==> src/rtl/board_io_ctrl.sv <==
// Board-side glue for the SoC: reset conditioning, button debouncing and
// mode-selectable LED mapping with PWM brightness and a heartbeat.
module board_io_ctrl #(
    parameter int unsigned CLOCK_FREQ        = 100000000,
    parameter int unsigned SOC_LEDS_WIDTH    = 16,
    parameter int unsigned NUM_LEDS          = 4,
    parameter int unsigned NUM_BUTTONS       = 4,
    parameter int unsigned DEBOUNCE_MS       = 10,
    parameter int unsigned RESET_HOLD_CYCLES = 1024,
    parameter int unsigned PWM_BITS          = 8,
    parameter int unsigned HEARTBEAT_HZ      = 1
) (
    input  logic                      clk,
    input  logic                      rst_n,
    input  logic [SOC_LEDS_WIDTH-1:0] soc_leds,
    input  logic [1:0]                led_mode,
    input  logic [PWM_BITS-1:0]       brightness,
    input  logic [NUM_BUTTONS-1:0]    btn_raw,
    output logic                      soc_rst_n,
    output logic [NUM_BUTTONS-1:0]    btn_level,
    output logic [NUM_BUTTONS-1:0]    btn_pulse,
    output logic [NUM_LEDS-1:0]       led
);

    localparam int unsigned DB_CYCLES = CLOCK_FREQ / 1000 * DEBOUNCE_MS;
    localparam int unsigned DB_W      = $clog2(DB_CYCLES + 1);
    localparam int unsigned HB_HALF   = CLOCK_FREQ / (2 * HEARTBEAT_HZ);
    localparam int unsigned HB_W      = $clog2(HB_HALF + 1);
    localparam int unsigned RH_W      = $clog2(RESET_HOLD_CYCLES + 1);
    localparam int unsigned FOLD_N    = (SOC_LEDS_WIDTH + NUM_LEDS - 1) / NUM_LEDS;

    typedef enum logic {
        ST_HOLD = 1'b0,
        ST_RUN  = 1'b1
    } state_t;

    // ------------------------------------------------------------------
    // Reset sequencer
    // ------------------------------------------------------------------
    logic [1:0]      rst_sync_q, rst_sync_d;
    state_t          state_q, state_d;
    logic [RH_W-1:0] hold_cnt_q, hold_cnt_d;
    logic            soc_rst_n_q, soc_rst_n_d;

    always_comb begin
        rst_sync_d  = {rst_sync_q[0], 1'b1};
        state_d     = state_q;
        hold_cnt_d  = hold_cnt_q;
        soc_rst_n_d = 1'b0;
        case (state_q)
            ST_HOLD: begin
                if (rst_sync_q[1]) begin
                    if (hold_cnt_q == RH_W'(RESET_HOLD_CYCLES - 1)) begin
                        state_d = ST_RUN;
                    end else begin
                        hold_cnt_d = hold_cnt_q + RH_W'(1);
                    end
                end
            end
            ST_RUN:  state_d = ST_RUN;
            default: state_d = ST_HOLD;
        endcase
        // Registered so the first high cycle coincides with the first RUN cycle.
        soc_rst_n_d = (state_d == ST_RUN);
    end

    always_ff @(posedge clk or negedge rst_n) begin
        if (!rst_n) begin
            rst_sync_q  <= '0;
            state_q     <= ST_HOLD;
            hold_cnt_q  <= '0;
            soc_rst_n_q <= 1'b0;
        end else begin
            rst_sync_q  <= rst_sync_d;
            state_q     <= state_d;
            hold_cnt_q  <= hold_cnt_d;
            soc_rst_n_q <= soc_rst_n_d;
        end
    end

    assign soc_rst_n = soc_rst_n_q;

    // ------------------------------------------------------------------
    // Button debouncers, one independent instance per button
    // ------------------------------------------------------------------
    for (genvar g = 0; g < NUM_BUTTONS; g++) begin : g_btn
        logic            s1_q, s1_d;
        logic            s2_q, s2_d;
        logic            level_q, level_d;
        logic            pulse_q, pulse_d;
        logic [DB_W-1:0] cnt_q, cnt_d;

        always_comb begin
            s1_d    = btn_raw[g];
            s2_d    = s1_q;
            level_d = level_q;
            cnt_d   = '0;
            if (s2_q != level_q) begin
                if (cnt_q == DB_W'(DB_CYCLES - 1)) begin
                    level_d = ~level_q;
                end else begin
                    cnt_d = cnt_q + DB_W'(1);
                end
            end
            pulse_d = level_d & ~level_q;
        end

        always_ff @(posedge clk or negedge rst_n) begin
            if (!rst_n) begin
                s1_q    <= 1'b0;
                s2_q    <= 1'b0;
                level_q <= 1'b0;
                pulse_q <= 1'b0;
                cnt_q   <= '0;
            end else begin
                s1_q    <= s1_d;
                s2_q    <= s2_d;
                level_q <= level_d;
                pulse_q <= pulse_d;
                cnt_q   <= cnt_d;
            end
        end

        assign btn_level[g] = level_q;
        assign btn_pulse[g] = pulse_q;
    end

    // ------------------------------------------------------------------
    // Heartbeat, PWM and LED mapping
    // ------------------------------------------------------------------
    logic [HB_W-1:0]     hb_cnt_q, hb_cnt_d;
    logic                hb_q, hb_d;
    logic [PWM_BITS-1:0] pwm_cnt_q, pwm_cnt_d;
    logic [NUM_LEDS-1:0] led_q, led_d;
    logic [NUM_LEDS-1:0] pat_fold;
    logic [NUM_LEDS-1:0] pat;
    logic                pwm_on;

    always_comb begin
        hb_cnt_d = hb_cnt_q + HB_W'(1);
        hb_d     = hb_q;
        if (hb_cnt_q == HB_W'(HB_HALF - 1)) begin
            hb_cnt_d = '0;
            hb_d     = ~hb_q;
        end
        pwm_cnt_d = pwm_cnt_q + PWM_BITS'(1);

        // Fold the SoC bus onto the board LEDs one NUM_LEDS-wide slice at a time.
        pat_fold = '0;
        for (int c = 0; c < FOLD_N; c++) begin
            pat_fold = pat_fold | NUM_LEDS'(soc_leds >> (c * NUM_LEDS));
        end

        pat = soc_leds[NUM_LEDS-1:0];
        case (led_mode)
            2'b00: pat = soc_leds[NUM_LEDS-1:0];
            2'b01: pat = pat_fold;
            2'b10: pat[0] = hb_q;
            2'b11: pat = {NUM_LEDS{~soc_rst_n_q}};
            default: pat = '0;
        endcase

        pwm_on = (brightness == '1) || (pwm_cnt_q < brightness);
        led_d  = pat & {NUM_LEDS{pwm_on}};
    end

    always_ff @(posedge clk or negedge rst_n) begin
        if (!rst_n) begin
            hb_cnt_q  <= '0;
            hb_q      <= 1'b0;
            pwm_cnt_q <= '0;
            led_q     <= '0;
        end else begin
            hb_cnt_q  <= hb_cnt_d;
            hb_q      <= hb_d;
            pwm_cnt_q <= pwm_cnt_d;
            led_q     <= led_d;
        end
    end

    assign led = led_q;

endmodule

==> config.mk <==
export PLATFORM = sky130hd
export DESIGN_NAME = board_io_ctrl
export DESIGN_NICKNAME = d
export VERILOG_FILES = /design/src/rtl/board_io_ctrl.sv
export SDC_FILE = /design/constraint.sdc
export NUM_CORES = 1
export LEC_CHECK = 0
export CAP_MARGIN = 40
export CORE_ASPECT_RATIO = 1.25
export CORE_MARGIN = 2
export CORE_UTILIZATION = 55
export CTS_CLUSTER_SIZE = 12
export DETAILED_ROUTE_END_ITERATION = 12
export GPL_TIMING_DRIVEN = 1
export PLACE_DENSITY = 0.72
export SKIP_LAST_GASP = 1
export SLEW_MARGIN = 10
export SYNTH_ARGS = -nofsm -noshare
export SYNTH_HDL_FRONTEND = slang
export SYNTH_SLANG_ARGS = --single-unit
==> constraint.sdc <==
create_clock -name clk -period 5.25 [get_ports clk]
set_input_delay 1.575 -clock clk [delete_from_list [all_inputs] [get_ports clk]]
set_output_delay 1.575 -clock clk [all_outputs]
set_load 0.02 [all_outputs]
# Word-level counts from Yosys, hierarchy flattened

Index checks and enable logic that the tools add are counted.

Word-level logic and storage cells: 89
Register bits: 149

Equality and inequality tests: 14
Order comparisons: 1
Bitwise operators: 15
Reductions and logical operators: 3
Mux-type cells: 22
$add $sub $neg: 7

Operators by type and width:

| kind                  | count |
|---|---|
| $mux 20               | 8 |
| $add 20x1->20 const B | 4 |
| $eq 20x20->1 const B  | 4 |
| $add 26x1->26 const B | 1 |
| $eq 26x26->1 const B  | 1 |
| $mux 26               | 1 |
| $or 4x4->4            | 3 |
| $add 11x1->11 const B | 1 |
| $eq 11x10->1 const B  | 1 |
| $mux 1                | 10 |
| $add 8x1->8 const B   | 1 |
| $eq 8x8->1 const B    | 1 |
| $lt 8x8->1            | 1 |
| $not 1->1             | 7 |
| $pmux 3 s2            | 1 |
| $and 1x1->1           | 4 |
| $and 4x4->4           | 1 |
| $eq 2x2->1 const B    | 2 |
| $ne 1x1->1            | 4 |
| $pmux 1 s4            | 1 |
| $reduce_and 3->1      | 1 |
| $eq 2x1->1 const B    | 1 |
| $logic_not 2->1       | 1 |
| $pmux 1 s2            | 1 |
| $logic_or 1x1->1      | 1 |

# Logic depth before layout (Yosys ltp)

Depth after elaboration: 5
Depth in mapped cells: 7

# Worst setup path before layout

No wires, ideal clock.

Path kind: input -> register
Start: input brightness[6]
End: register led_q[0] (netlist: led[0])
Stages on the path: 6
Data required time: 5.156 ns
Arrival time: 2.555 ns
Setup slack: 2.601 ns
Path through: inv_1 > ha_1 > a41o_1 > a21oi_1 > nor2_1 > a211oi_1

Cells in the longest elaborated chain, start to end: 3
Elaborated cells on any way between the ends: 4

RTL lines:

| what                                     | line | RTL |
|---|---|---|
| from (decl)                              | 17   | `input logic [PWM_BITS-1:0] brightness,` |
| $lt 8x8->1 or $eq 8x8->1 (tied branches) | 163  | `pwm_on = (brightness == '1) \|\| (pwm_cnt_q < brightness);` |
| $logic_or 1x1->1 *                       | 163  |  |
| $and 4x4->4 *                            | 164  | `led_d = pat & {NUM_LEDS{pwm_on}};` |
| via led_d[0]                             | 134  | `logic [NUM_LEDS-1:0] led_q, led_d;` |
| to (signal assigned)                     | 177  | `led_q <= led_d;` |
| to (decl)                                | 134  |  |

The timed path passes the listed nets; every way through them passes the cells marked *.
A chain may end at the register's enable or synchronous reset.

# Final worst setup path

Start: register soc_rst_n_q (netlist: soc_rst_n)
End: output soc_rst_n

RTL lines:

| what                   | line | RTL |
|---|---|---|
| from (decl)            | 43   | `logic soc_rst_n_q, soc_rst_n_d;` |
| from (signal assigned) | 77   | `soc_rst_n_q <= soc_rst_n_d;` |
| to (decl)              | 19   | `output logic soc_rst_n,` |

No word-level cell between the ends.

==> metrics <==
# diodes=0; die width=between 100 and 150 um; Int Power=just over 2000 uW; Critical Path Max Stage Delay=0.65 ns; Setup-failing EPs final=0; Ports=45; root buffer cell=clkbuf_16; H-tree depth=4; Tmin final=3.08 ns; Worst R2R Setup Slack=2.86 ns; drt pass-1 iters=5; Fin Clk Skew=0.00777 ns; top_reg_cell synth=dfrtp_1; number of global-route vias before repair=5487; crit path max fanout=5; CTS tree=yes; antenna violations before repair=0; Netlist cell types=52; Finished Layout Cells=933; Worst path slowest cell=clkdlybuf4s50_1; Clk network pwr share=48.0%; layout cell share with drive strength beyond 1=under 10%; Seq pwr share=46.2%; Routed WL=14300 um; crit end category=output pin; vias=roughly 5400; Die H=between 100 and 150 um; async set or reset register ratio after synthesis=100%; #FFs+latches synth=149; Syn Inst Count=715; Worst Path Buf+Inv=1; Req. time, crit path=between 3 and 4 ns; Placed Instances=roughly 900; global-route wire length before repair=25000 um; area grow syn2layout=15.9%; Slew HR=45.9%; Mapped Nets=761; Peak VDD IR=~0.00028 V; post-route ant nets=0; max-slew violations=0; family with the most delay on the worst path=buffers and inverters; Post-synth EDFFs=0; P_sw=582 uW; Setup WS pre-CTS=1.91 ns; worst setup margin=roughly 2.2 ns; Total GRT Usage=21.9%; fmax=325 MHz; post-route setup TNS=0 ns; DRC Markers=0; dpl hpwl=9840 um; Worst-Margin Slew=0.811 ns; RSZ-0062 raised after global routing=no; Reg clk slew, reported paths=0.06 ns; clk buf depth=2; Avg Cell Area, Syn=10.2 sq um; Seq/Total Area, Yosys=51.3%; clock latency on the worst-skew pair=~0.43 ns; Vias/cell=roughly 5.8; post_cts resized=0; total CTS buffers=17; Worst EP arrival=1.50 ns; yosys warns=0; crit path launch type=flip-flop; HP Class=reg2reg; Final period util=58.6%; status=completed; DR WL/cell=15.4 um; crit path kind=reg2out; Starting Density=56.9%; PwrDens=314 nW/um^2; placed inst area=around 7800 sq um; Final Hold Fails=0; Switching Share=22.0%; NumNets Final=798; Static Leak=0.00351 uW; crit-path cells=clkdlybuf4s50_1; Die ar.=between 10000 and 15000 sq um; Non-Filler Cell Area, Final=8420 sq um; # Max-Cap Violations=0; CTS hold repair buffers=0; number of setup buffers added after CTS=0; Port Buf Inserts=44; Core ar.=12800 sq um; Iter 0 DRT Violations=333; Combinational Power Share=5.7%; Sink Count=149; largest net degree at the start of global routing=92; Post-Syn Area=7270 sq um; row cnt=between 40 and 50; GP Congestion=0.898; Final Total Pwr=approximately 2600 uW; gr ovfl total=0
cell families (layout without fill, tap and decap cells):
| kind of cell | count (synthesis) | after routing | synth area share (%) |
|---|---|---|---|
| buffers and inverters | 58 | 108 | 3.68 |
| adders and majority gates | 14 | 14 | 2.41 |
| other | 1 | 1 | 0.0516 |
| xor gates and xnor gates | 79 | 79 | 9.52 |
| AOI/OAI and AO/OA | 101 | 101 | 8.61 |
| and+or+nand+nor | 306 | 306 | 23.3 |
| muxes | 7 | 7 | 1.07 |
| DFF | 149 | 149 | 51.3 |
final cells by class:
cell class | count | area [sq um]
Clock buffer | 19 | 443
Clock inverter | 13 | 180
Fill cell | 999 | 4360
Inverter | 28 | 105
Multi-Input combinational cell | 508 | 3280
Sequential cell | 149 | 3730
Tap cell | 168 | 210
Timing Repair Buffer | 48 | 472
synth_stat cells, drive strengths merged, types with 2 or more instances:
master / number / area [sq um]
nand3: 40 / 210
xnor2: 44 / 385
nand2: 42 / 158
clkbuf: 14 / 53.8
ha: 14 / 175
nand4b: 3 / 26.3
dfrtp: 149 / 3730
or4b: 5 / 50.1
nand2b: 2 / 12.5
nand4: 34 / 213
and2: 6 / 37.5
a21o: 2 / 15.0
mux2: 6 / 67.6
buf: 16 / 109
inv: 28 / 105
or3: 16 / 101
or4: 20 / 158
o31ai: 20 / 178
o21ai: 22 / 110
nor4: 12 / 75.1
a21oi: 46 / 230
o41ai: 3 / 26.3
nor2: 69 / 259
nor4b: 3 / 26.3
and4: 11 / 96.3
nor3: 13 / 65.1
nor2b: 2 / 12.5
or2: 3 / 18.8
o31a: 2 / 17.5
and3b: 4 / 35.0
and3: 18 / 114
xor2: 35 / 307
through the flow:
step           hold WS (ns)  util, %
2_1_floorplan         0.331        -
3_3_place_gp          0.333     61.0
3_5_place_dp          0.336     61.0
4_1_cts               0.343     65.9
5_1_grt               0.364     65.9
6_report              0.342     65.9
final timing paths:
check                                     end     startpoint  cells after the start
max in group asynchronous   g_btn[1].cnt_q[0]          rst_n                      2
min reg2reg                     g_btn[3].s2_q  g_btn[3].s1_q                      0
min in group asynchronous  g_btn[3].cnt_q[17]          rst_n                      1
max reg2reg                      hb_cnt_q[25]    hb_cnt_q[7]                      4
max                                 soc_rst_n      soc_rst_n                      1
min                             g_btn[3].s2_q  g_btn[3].s1_q                      0
state kept, by name (all words and copies together), names as in the netlist, 2 cells and up:
| name | flops |
|---|---|
| led | 4 |
| g_btn.level_q | 4 |
| hb_cnt_q | 26 |
| hold_cnt_q | 11 |
| rst_sync_q | 2 |
| pwm_cnt_q | 8 |
| g_btn.pulse_q | 4 |
| g_btn.s1_q | 4 |
| g_btn.s2_q | 4 |
| g_btn.cnt_q | 80 |
placed cells by master, fill, tap and decap left out, types with 3 or more instances in the layout:
cell type and count:
a21oi_1 46, dfrtp_1 149, xor2_1 35, nand2_1 42
nor4_1 12, or3_1 15, o41ai_1 3, nand4_1 34
and3b_1 4, clkinv_2 4, nor4b_1 3, mux2_2 6
nand3_1 38, o31ai_1 16, o21ai_0 22, inv_1 28
nor2_1 69, clkbuf_16 17, and4_1 11, clkdlybuf4s50_1 43
nand4b_1 3, or2_2 3, ha_1 14, buf_4 4
and3_1 17, and2_1 6, bufinv_16 4, or4b_1 3
xnor2_1 44, clkinvlp_4 3, nor3_1 13, or4_1 18
power by group through the flow:
stage | combinational, uW | sequential [uW] | clock, uW
3_5_place_dp | 154 | 1240 | 0
2_1_floorplan | 79.2 | 1240 | 0
5_1_grt | 174 | 1230 | 1340
4_1_cts | 156 | 1220 | 1300
3_3_place_gp | 149 | 1240 | 0
6_report | 151 | 1220 | 1270
layer usage:
layer  GRT usage (%)  share of wire (%)  vias up
li1                -                  -     2628
met1            27.6                 44     2663
met2            36.3                 51       92
met3            4.93                3.0       29
met4            8.95                2.0        0
met5               0                  0        -
No activity file was read; power rests on OpenSTA's default activity.
